--- config.mk ---
export PLATFORM = sky130hd
export DESIGN_NAME = hcsr04_multi_interface
export DESIGN_NICKNAME = d
export VERILOG_FILES = /design/src/rtl/hcsr04_multi_interface.sv
export SDC_FILE = /design/constraint.sdc
export NUM_CORES = 1
export LEC_CHECK = 0
export BUFFER_PORTS_ARGS = -buffer_cell sky130_fd_sc_hd__buf_2
export CAP_MARGIN = 20
export CORE_MARGIN = 2
export CORE_UTILIZATION = 50
export CTS_BUF_LIST = sky130_fd_sc_hd__clkbuf_8
export DETAILED_ROUTE_END_ITERATION = 6
export PLACE_DENSITY = 0.73
export SYNTH_ARGS = -nofsm -noshare
export SYNTH_HDL_FRONTEND = slang
export SYNTH_SLANG_ARGS = --single-unit
--- constraint.sdc ---
create_clock -name clock -period 2.78 [get_ports clock]
set_input_delay 0.417 -clock clock [delete_from_list [all_inputs] [get_ports clock]]
set_output_delay 0.417 -clock clock [all_outputs]
set_load 0.05 [all_outputs]
--- src/rtl/hcsr04_multi_interface.sv ---
// Round-robin controller for N_CH HC-SR04 ultrasonic sensors: trigger pulse,
// echo wait with timeout, echo width measurement, channel-tagged result.
module hcsr04_multi_interface #(
  parameter int N_CH           = 2,
  parameter int CNT_W          = 22,
  parameter int TRIG_CYCLES    = 500,
  parameter int TIMEOUT_CYCLES = 1_500_000,
  parameter int GAP_CYCLES     = 3_000_000,
  parameter int CH_W           = (N_CH > 1) ? $clog2(N_CH) : 1
) (
  input  logic             clock,
  input  logic             reset,
  input  logic             medir,
  input  logic             continuo,
  input  logic [N_CH-1:0]  echo,
  output logic [N_CH-1:0]  trigger,
  output logic [CNT_W-1:0] medida,
  output logic [CH_W-1:0]  canal,
  output logic             timeout,
  output logic             pronto,
  output logic             ocupado,
  output logic [3:0]       db_estado
);

  typedef enum logic [3:0] {
    S_INICIAL       = 4'h0,
    S_PREPARACAO    = 4'h1,
    S_ENVIA_TRIGGER = 4'h2,
    S_ESPERA_ECHO   = 4'h3,
    S_MEDIDA        = 4'h4,
    S_ARMAZENAMENTO = 4'h5,
    S_INTERVALO     = 4'h6,
    S_ERRO          = 4'hE,
    S_FINAL_MEDIDA  = 4'hF
  } state_t;

  localparam logic [CNT_W-1:0] TRIG_LAST = CNT_W'(TRIG_CYCLES - 1);
  localparam logic [CNT_W-1:0] TOUT_LAST = CNT_W'(TIMEOUT_CYCLES - 1);
  localparam logic [CNT_W-1:0] GAP_LAST  = CNT_W'(GAP_CYCLES - 1);
  localparam logic [CNT_W-1:0] CNT_ONE   = CNT_W'(1);
  localparam logic [CH_W-1:0]  LAST_CH   = CH_W'(N_CH - 1);
  localparam logic [N_CH-1:0]  CH0_HOT   = N_CH'(1);

  state_t             r_state, w_next_state;
  logic [CNT_W-1:0]   r_cnt, w_cnt_next;
  logic [CH_W-1:0]    r_ch, w_ch_next;
  logic [N_CH-1:0]    r_echo_meta, r_echo_s;
  logic [CNT_W-1:0]   r_medida;
  logic [CH_W-1:0]    r_canal;
  logic               r_timeout;
  logic               w_echo, w_store_ok, w_store_err;

  assign w_echo = r_echo_s[r_ch];

  always_ff @(posedge clock or negedge reset) begin
    if (!reset) r_state <= S_INICIAL;
    else        r_state <= w_next_state;
  end

  always_comb begin
    w_next_state = r_state;
    w_cnt_next   = r_cnt;
    w_ch_next    = r_ch;
    w_store_ok   = 1'b0;
    w_store_err  = 1'b0;
    case (r_state)
      S_INICIAL: begin
        if (medir || continuo) begin
          w_next_state = S_PREPARACAO;
          w_ch_next    = '0;
        end
      end
      S_PREPARACAO: begin
        w_next_state = S_ENVIA_TRIGGER;
        w_cnt_next   = '0;
      end
      S_ENVIA_TRIGGER: begin
        if (r_cnt == TRIG_LAST) begin
          w_next_state = S_ESPERA_ECHO;
          w_cnt_next   = '0;
        end else begin
          w_cnt_next = r_cnt + 1'b1;
        end
      end
      S_ESPERA_ECHO: begin
        // The cycle that first sees echo already counts as one cycle of width.
        if (w_echo) begin
          w_next_state = S_MEDIDA;
          w_cnt_next   = CNT_ONE;
        end else if (r_cnt == TOUT_LAST) begin
          w_next_state = S_ERRO;
        end else begin
          w_cnt_next = r_cnt + 1'b1;
        end
      end
      S_MEDIDA: begin
        if (!w_echo) w_next_state = S_ARMAZENAMENTO;
        else begin
          w_cnt_next = r_cnt + 1'b1;
          if (r_cnt == TOUT_LAST) w_next_state = S_ERRO;
        end
      end
      S_ARMAZENAMENTO: begin
        w_store_ok   = 1'b1;
        w_next_state = S_FINAL_MEDIDA;
      end
      S_ERRO: begin
        w_store_err  = 1'b1;
        w_next_state = S_FINAL_MEDIDA;
      end
      S_FINAL_MEDIDA: begin
        w_cnt_next = '0;
        if (r_ch != LAST_CH) begin
          w_ch_next    = r_ch + 1'b1;
          w_next_state = S_INTERVALO;
        end else if (continuo) begin
          w_ch_next    = '0;
          w_next_state = S_INTERVALO;
        end else begin
          w_next_state = S_INICIAL;
        end
      end
      S_INTERVALO: begin
        if (r_cnt == GAP_LAST) begin
          w_next_state = S_PREPARACAO;
          w_cnt_next   = '0;
        end else begin
          w_cnt_next = r_cnt + 1'b1;
        end
      end
      default: w_next_state = S_INICIAL;
    endcase
  end

  always_ff @(posedge clock or negedge reset) begin
    if (!reset) begin
      r_echo_meta <= '0;
      r_echo_s    <= '0;
      r_cnt       <= '0;
      r_ch        <= '0;
      r_medida    <= '0;
      r_canal     <= '0;
      r_timeout   <= 1'b0;
    end else begin
      r_echo_meta <= echo;
      r_echo_s    <= r_echo_meta;
      r_cnt       <= w_cnt_next;
      r_ch        <= w_ch_next;
      if (w_store_ok || w_store_err) begin
        r_medida  <= w_store_err ? {CNT_W{1'b1}} : r_cnt;
        r_canal   <= r_ch;
        r_timeout <= w_store_err;
      end
    end
  end

  // Decoded from the state register so reset clears them without a clock edge.
  assign trigger   = (r_state == S_ENVIA_TRIGGER) ? (CH0_HOT << r_ch) : '0;
  assign pronto    = (r_state == S_FINAL_MEDIDA);
  assign ocupado   = (r_state != S_INICIAL);
  assign db_estado = r_state;
  assign medida    = r_medida;
  assign canal     = r_canal;
  assign timeout   = r_timeout;

endmodule

==> results.json, run 1 <==
{
  "fin_crit_sh_pct": 92.4,
  "ys_seq_elements": 55,
  "postPlaceCellArea_sq_um": 3320,
  "ys_warn_count": 0,
  "yosys.area_share.adder_pct": 0.410,
  "overflow": 0,
  "dieArea_sq_um": 6740,
  "setup_viol": 0,
  "ant_nets": 0,
  "clock_latency_ns": 0.32,
  "path_max_fanout": 22,
  "die_w_um": 82.1,
  "highest_layer": "met4",
  "mostFrequentLayoutCell": "nand2_1",
  "grt.total_usage_pct": 25.4,
  "pwr-share-clk_pct": 15.8,
  "num_antenna_cells": 0,
  "ios": 38,
  "required_ns": 3.00,
  "drt-total-wl_um": 8060,
  "tightest_slew_ns": 0.628,
  "cts_max_level": 2,
  "wl_per_cell_um": 17.5,
  "vias": 2867,
  "power_switching_mw": 1.75,
  "swShare_pct": 49.8,
  "numCtsBuffers": 5,
  "wl_met1_um": 3670,
  "initial_utilization_pct": 51.5,
  "fillCellCount": 541,
  "crit_chain": "nor2_1 -> a31oi_1 -> o31ai_1 -> a21o_1 -> o21ai_0 -> a22o_1",
  "grt_setup_unrepaired": "no",
  "first_global_vias": 2543,
  "vdd_drop_max_uv": 524,
  "die_h_um": 82.1,
  "synthXorXnorAreaFrac_pct": 0.287,
  "ys_types": 54,
  "nNetsFinal": 391,
  "crit_arrival_ns": 2.79,
  "fmax_ghz": 0.389,
  "relSlewSlack_pct": 57.8,
  "crit_buf_inv": 0,
  "drt-initial-drc-count": 331,
  "maxCapViolCount": 0,
  "leakage_nw": 1.65,
  "clock_sinks": 55,
  "hold_class": "in -> async",
  "drcViolationCount": 0,
  "cts_tree": "built",
  "synth_top_family_by_area": "simple AND/OR/NAND/NOR gates",
  "wl_met2_um": 3660,
  "cp.depth": 6,
  "p_per_area_nw_per_um2": 1020,
  "synth.avg_cell_area_sq_um": 8.74,
  "fin_setup_tns_ns": 0,
  "cts_root_buf": "clkbuf_8",
  "period_needed_ns": 2.57,
  "synthMuxAreaShare_pct": 1.07,
  "outcome": "completed",
  "rows": 28,
  "cpPeakStageDelay_ns": 0.62,
  "place.port_buffers": 37,
  "avgViaCountPerCell": 6.23,
  "holdWs_ns": 0.0384,
  "layout-drive-gt1-share_pct": 19.5,
  "maxSlewViolCount": 0,
  "synthArstFlopShare_pct": 100,
  "cts_buffer_depth": 2,
  "final_cell_mix": "65 x nand2_1, 55 x dfrtp_1, 37 x buf_2",
  "gp_congestion": 0.965,
  "seq_power_share_pct": 32.2,
  "ctsHoldBuffers": 0,
  "grt_max_degree": 31,
  "rr_worst_depth": 6,
  "yosys.area_share.simple_pct": 27.9,
  "ys_seq_area_share_pct": 45.1,
  "critPathLaunchType": "flop",
  "antenna_found_initial": 0,
  "core_area_sq_um": 5920,
  "drtPass1Iterations": 7,
  "synth_compound_area_share_pct": 19.4,
  "synth_fp_nets": 356,
  "synth_edf_count": 0,
  "clk_pin_slew_ns": 0.11,
  "reg2reg_slack_ns": 0.21,
  "syn_area_sq_um": 3050,
  "comb_power_share_pct": 52.0,
  "syn_to_final_growth_pct": 12.9,
  "grt_pass1_wl_um": 13000,
  "crit_family": "compound AO/OA/AOI/OAI gates",
  "wl_met3_um": 549,
  "fin_util_pct": 58.2,
  "finalHoldViolCount": 0,
  "worst_clock_skew_ns": 0.00731,
  "p_total_mw": 3.51,
  "end_kind": "flop",
  "final_area_sq_um": 3440,
  "crit_type": "reg -> reg",
  "hpwl_um": 5740,
  "cp_slowest_cell": "dfrtp_1",
  "yosys_most_used_dff": "dfrtp_1",
  "internal_power_mw": 1.76,
  "netlist_instances": 349
}
timing repair:
action,in CTS,in global routing
gates resized for setup,0,1
setup endpoints to repair,0,18
buffers inserted,0,0
endpoints found under the hold margin,0,0
worst reg2reg max path, cell delays in order, from the launching register on:
cell and delay, ns:
dfrtp_1 0.62, nor2_1 0.51, a31oi_1 0.15, o31ai_1 0.15
a21o_1 0.55, o21ai_0 0.23, a22o_1 0.27
metrics by stage:
step / std cells / worst slack, ns
after floorplan: 349 / 0.324
after global placement: 452 / 0.140
after detailed placement: 452 / 0.158
after CTS: 460 / 0.126
after global routing: 460 / 0.0297
final: 460 / 0.210
cells in the mapped netlist, drive strengths merged, types with 3 or more instances:
cell type / n / area [sq um]
nor2: 18 / 70.1
inv: 12 / 45.0
clkbuf: 15 / 57.6
nand2: 65 / 244
o22ai: 6 / 37.5
and3: 9 / 57.6
a21oi: 7 / 38.8
nor2b: 5 / 31.3
dfrtp: 55 / 1380
nor4: 8 / 56.3
o21ai: 21 / 105
a21o: 6 / 45.0
nor3: 19 / 100
nand4: 4 / 31.3
or4: 3 / 22.5
nor4b: 3 / 26.3
buf: 11 / 77.6
nand3: 24 / 125
nand2b: 4 / 25.0
o211ai: 6 / 45.0
a22o: 16 / 140
final cells by class:
| class | count | area (sq um) | share of cell area, % |
|---|---|---|---|
| repair buffers | 54 | 313 | 9.08 |
| well taps | 75 | 93.8 | 2.72 |
| clock inverters | 3 | 47.5 | 1.38 |
| inverters | 12 | 45.0 | 1.31 |
| flip-flops and latches | 55 | 1380 | 40.0 |
| clock buffers | 5 | 68.8 | 2.00 |
| multi-input cells | 256 | 1500 | 43.6 |
per-layer routing:
layer	GRT usage, %	vias up
met5	0	-
met4	8.67	0
met3	4.02	14
met2	38.8	136
met1	36.6	1374
li1	-	1343
power by group through the flow:
stage	Clock [mW]	Sequential (mW)	Combinational [mW]
after floorplan	0	1.44	1.14
after global placement	0	1.13	1.78
after detailed placement	0	1.14	1.81
after CTS	0.560	1.12	1.82
after global routing	0.605	1.16	1.99
final	0.556	1.13	1.83
state kept, by name (all words and copies together), names as in the netlist:
signal / flops
canal: 1
db_estado: 4
medida: 22
r_ch: 1
r_cnt: 22
r_echo_meta: 2
r_echo_s: 2
timeout: 1
cells by family (layout without fill, tap and decap cells):
kind of cell	after synthesis	in the layout
AOI/OAI and AO/OA	82	82
xor gates and xnor gates	1	1
adders and majority gates	1	1
buffers and inverters	38	74
DFF	55	55
muxes	3	3
and+or+nand+nor	169	169
worst paths after layout:
| check | startpoint | endpoint |
|---|---|---|
| worst max-delay path | db_estado[2]$_DFFE_PN0P_ | r_cnt[8]$_DFFE_PN0P_ |
| worst min-delay path | reset | medida[5]$_DFFE_PN0P_ |
| worst max register to register | db_estado[2]$_DFFE_PN0P_ | r_cnt[8]$_DFFE_PN0P_ |
| worst min register to register | r_echo_meta[0]$_DFF_PN0_ | r_echo_s[0]$_DFF_PN0_ |
| max in group asynchronous | reset | medida[7]$_DFFE_PN0P_ |
| min in group clock | echo[1] | r_echo_meta[1]$_DFF_PN0_ |
No activity file was read; power rests on OpenSTA's default activity.
==> run 2, diff against run 1 <==
Settings changed: CORE_UTILIZATION 50 to 40, PLACE_DENSITY 0.73 to 0.62, SLEW_MARGIN set to 0.
==> run 2 against run 1 <==
  * Cell area grew 0.29%
  * Register-to-register slack better by 0.08 ns
  * Clock skew up 0.0061 ns
  * Sequential share of layout area is 0.12 points lower
  * First-iteration DRC count down 23%
==> results.json, run 2 (synthesis gave the netlist of run 1 again) <==
{
  "maxCapViolCount": 0,
  "dieArea_sq_um": 8340,
  "die_h_um": 91.3,
  "grt_max_degree": 56,
  "crit_buf_inv": 1,
  "vias": 2812,
  "crit_chain": "ha_1 -> nand4_2 -> nor4_2 -> nand3_1 -> a21oi_2 -> nor2_2 -> buf_4 -> a22o_1",
  "cts_max_level": 2,
  "mostFrequentLayoutCell": "nand2_1",
  "reg2reg_slack_ns": 0.29,
  "comb_power_share_pct": 53.6,
  "crit_type": "reg -> reg",
  "core_area_sq_um": 7330,
  "crit_family": "simple AND/OR/NAND/NOR gates",
  "post-place-ws_ns": 0.330,
  "rr_worst_depth": 8,
  "pwr-share-clk_pct": 14.0,
  "required_ns": 2.99,
  "ant_nets": 0,
  "fmax_ghz": 0.401,
  "nNetsFinal": 391,
  "grt.total_usage_pct": 19.1,
  "clock_latency_ns": 0.32,
  "numCtsBuffers": 5,
  "post_cts.repair.setup_buffers": 0,
  "cp_slowest_cell": "dfrtp_1",
  "hpwl_um": 5460,
  "antenna_found_initial": 0,
  "path_max_fanout": 17,
  "drt-total-wl_um": 7670,
  "leakage_nw": 1.64,
  "end_kind": "flop",
  "die_w_um": 91.3,
  "place.port_buffers": 37,
  "r2r_start": "r_cnt[0]$_DFFE_PN0P_",
  "power_switching_mw": 1.74,
  "gp_congestion": 0.915,
  "ios": 38,
  "avgViaCountPerCell": 5.81,
  "cts_root_buf": "clkbuf_8",
  "vdd_drop_max_uv": 316,
  "cpPeakStageDelay_ns": 0.46,
  "hold_class": "in -> async",
  "met1_usage_pct": 27.7,
  "cts_tree": "built",
  "first_global_vias": 2572,
  "initial_utilization_pct": 41.6,
  "final_cell_mix": "65 x nand2_1, 55 x dfrtp_1, 37 x buf_2",
  "reg2reg_to": "r_cnt[11]$_DFFE_PN0P_",
  "crit_arrival_ns": 2.70,
  "setup_ws_ns": 0.287,
  "relSlewSlack_pct": 53.4,
  "setup_viol": 0,
  "tightest_slew_ns": 0.699,
  "finalHoldViolCount": 0,
  "use_met2_pct": 29.6,
  "p_total_mw": 3.41,
  "clock_sinks": 55,
  "rows": 31,
  "internal_power_mw": 1.67,
  "overflow": 0,
  "fillCellCount": 727,
  "ctsHoldBuffers": 0,
  "fin_setup_tns_ns": 0,
  "critPathLaunchType": "flop",
  "period_needed_ns": 2.49,
  "drtPass1Iterations": 5,
  "num_antenna_cells": 0,
  "cts_buffer_depth": 2,
  "grt_setup_unrepaired": "no",
  "worst_clock_skew_ns": 0.0134,
  "outcome": "completed",
  "swShare_pct": 50.9,
  "grt_pass1_wl_um": 12900,
  "seq_power_share_pct": 32.5,
  "grtUsageMet3_pct": 2.74,
  "syn_to_final_growth_pct": 13.2,
  "layout-drive-gt1-share_pct": 19.5,
  "wl_per_cell_um": 15.9,
  "drt-initial-drc-count": 254,
  "p_per_area_nw_per_um2": 986,
  "maxSlewViolCount": 0,
  "clk_pin_slew_ns": 0.10,
  "fin_crit_sh_pct": 89.7,
  "drcViolationCount": 0,
  "grt_busiest_layer": "met2"
}
## run 2: routing by layer
metal | vias up | part of all wire [%]
li1 | 1347 | -
met1 | 1332 | 49
met2 | 123 | 44
met3 | 10 | 5.8
met4 | 0 | 1.3
met5 | - | 0
## run 2: worst max-delay path by stage
| stage | startpoint | endpoint | cells past startpoint |
|---|---|---|---|
| after floorplan | db_estado[3]$_DFFE_PN0P_ | r_cnt[8]$_DFFE_PN0P_ | 8 |
| after global placement | r_cnt[0]$_DFFE_PN0P_ | r_cnt[18]$_DFFE_PN0P_ | 8 |
| after detailed placement | r_cnt[0]$_DFFE_PN0P_ | r_cnt[18]$_DFFE_PN0P_ | 8 |
| after CTS | r_cnt[0]$_DFFE_PN0P_ | r_cnt[11]$_DFFE_PN0P_ | 8 |
| after global routing | r_cnt[0]$_DFFE_PN0P_ | r_cnt[18]$_DFFE_PN0P_ | 7 |
| final | r_cnt[0]$_DFFE_PN0P_ | r_cnt[11]$_DFFE_PN0P_ | 8 |
## run 2: what timing repair did
| item | 4_1_cts | 5_1_grt |
|---|---|---|
| hold endpoints to repair | 0 | 0 |
| setup endpoints to repair | 0 | 1 |
| resized for setup | 0 | 1 |
## run 2: area by class of cell
type / count / area [sq um] / area share, %
clock buffers: 5 / 68.8 / 1.99
clock inverters: 3 / 27.5 / 0.797
inverters: 12 / 45.0 / 1.30
multi-input cells: 256 / 1500 / 43.4
flip-flops and latches: 55 / 1380 / 39.8
well taps: 99 / 124 / 3.59
repair buffers: 54 / 313 / 9.05
## run 2: per-stage QoR
step	std cells	utilization, %	hold WS, ns	cell area (sq um)
2_1_floorplan	349	-	0.121	3050
3_3_place_gp	476	45.7	0.335	3350
3_5_place_dp	476	45.7	0.339	3350
4_1_cts	484	47.0	0.196	3450
5_1_grt	484	47.1	0.186	3450
6_report	484	47.1	0.201	3450
## run 2: power groups by stage
stage	combinational [mW]	sequential (mW)	clock [mW]
2_1_floorplan	1.14	1.44	0
3_3_place_gp	1.82	1.12	0
3_5_place_dp	1.82	1.12	0
4_1_cts	1.82	1.10	0.494
5_1_grt	1.98	1.13	0.525
6_report	1.82	1.11	0.476
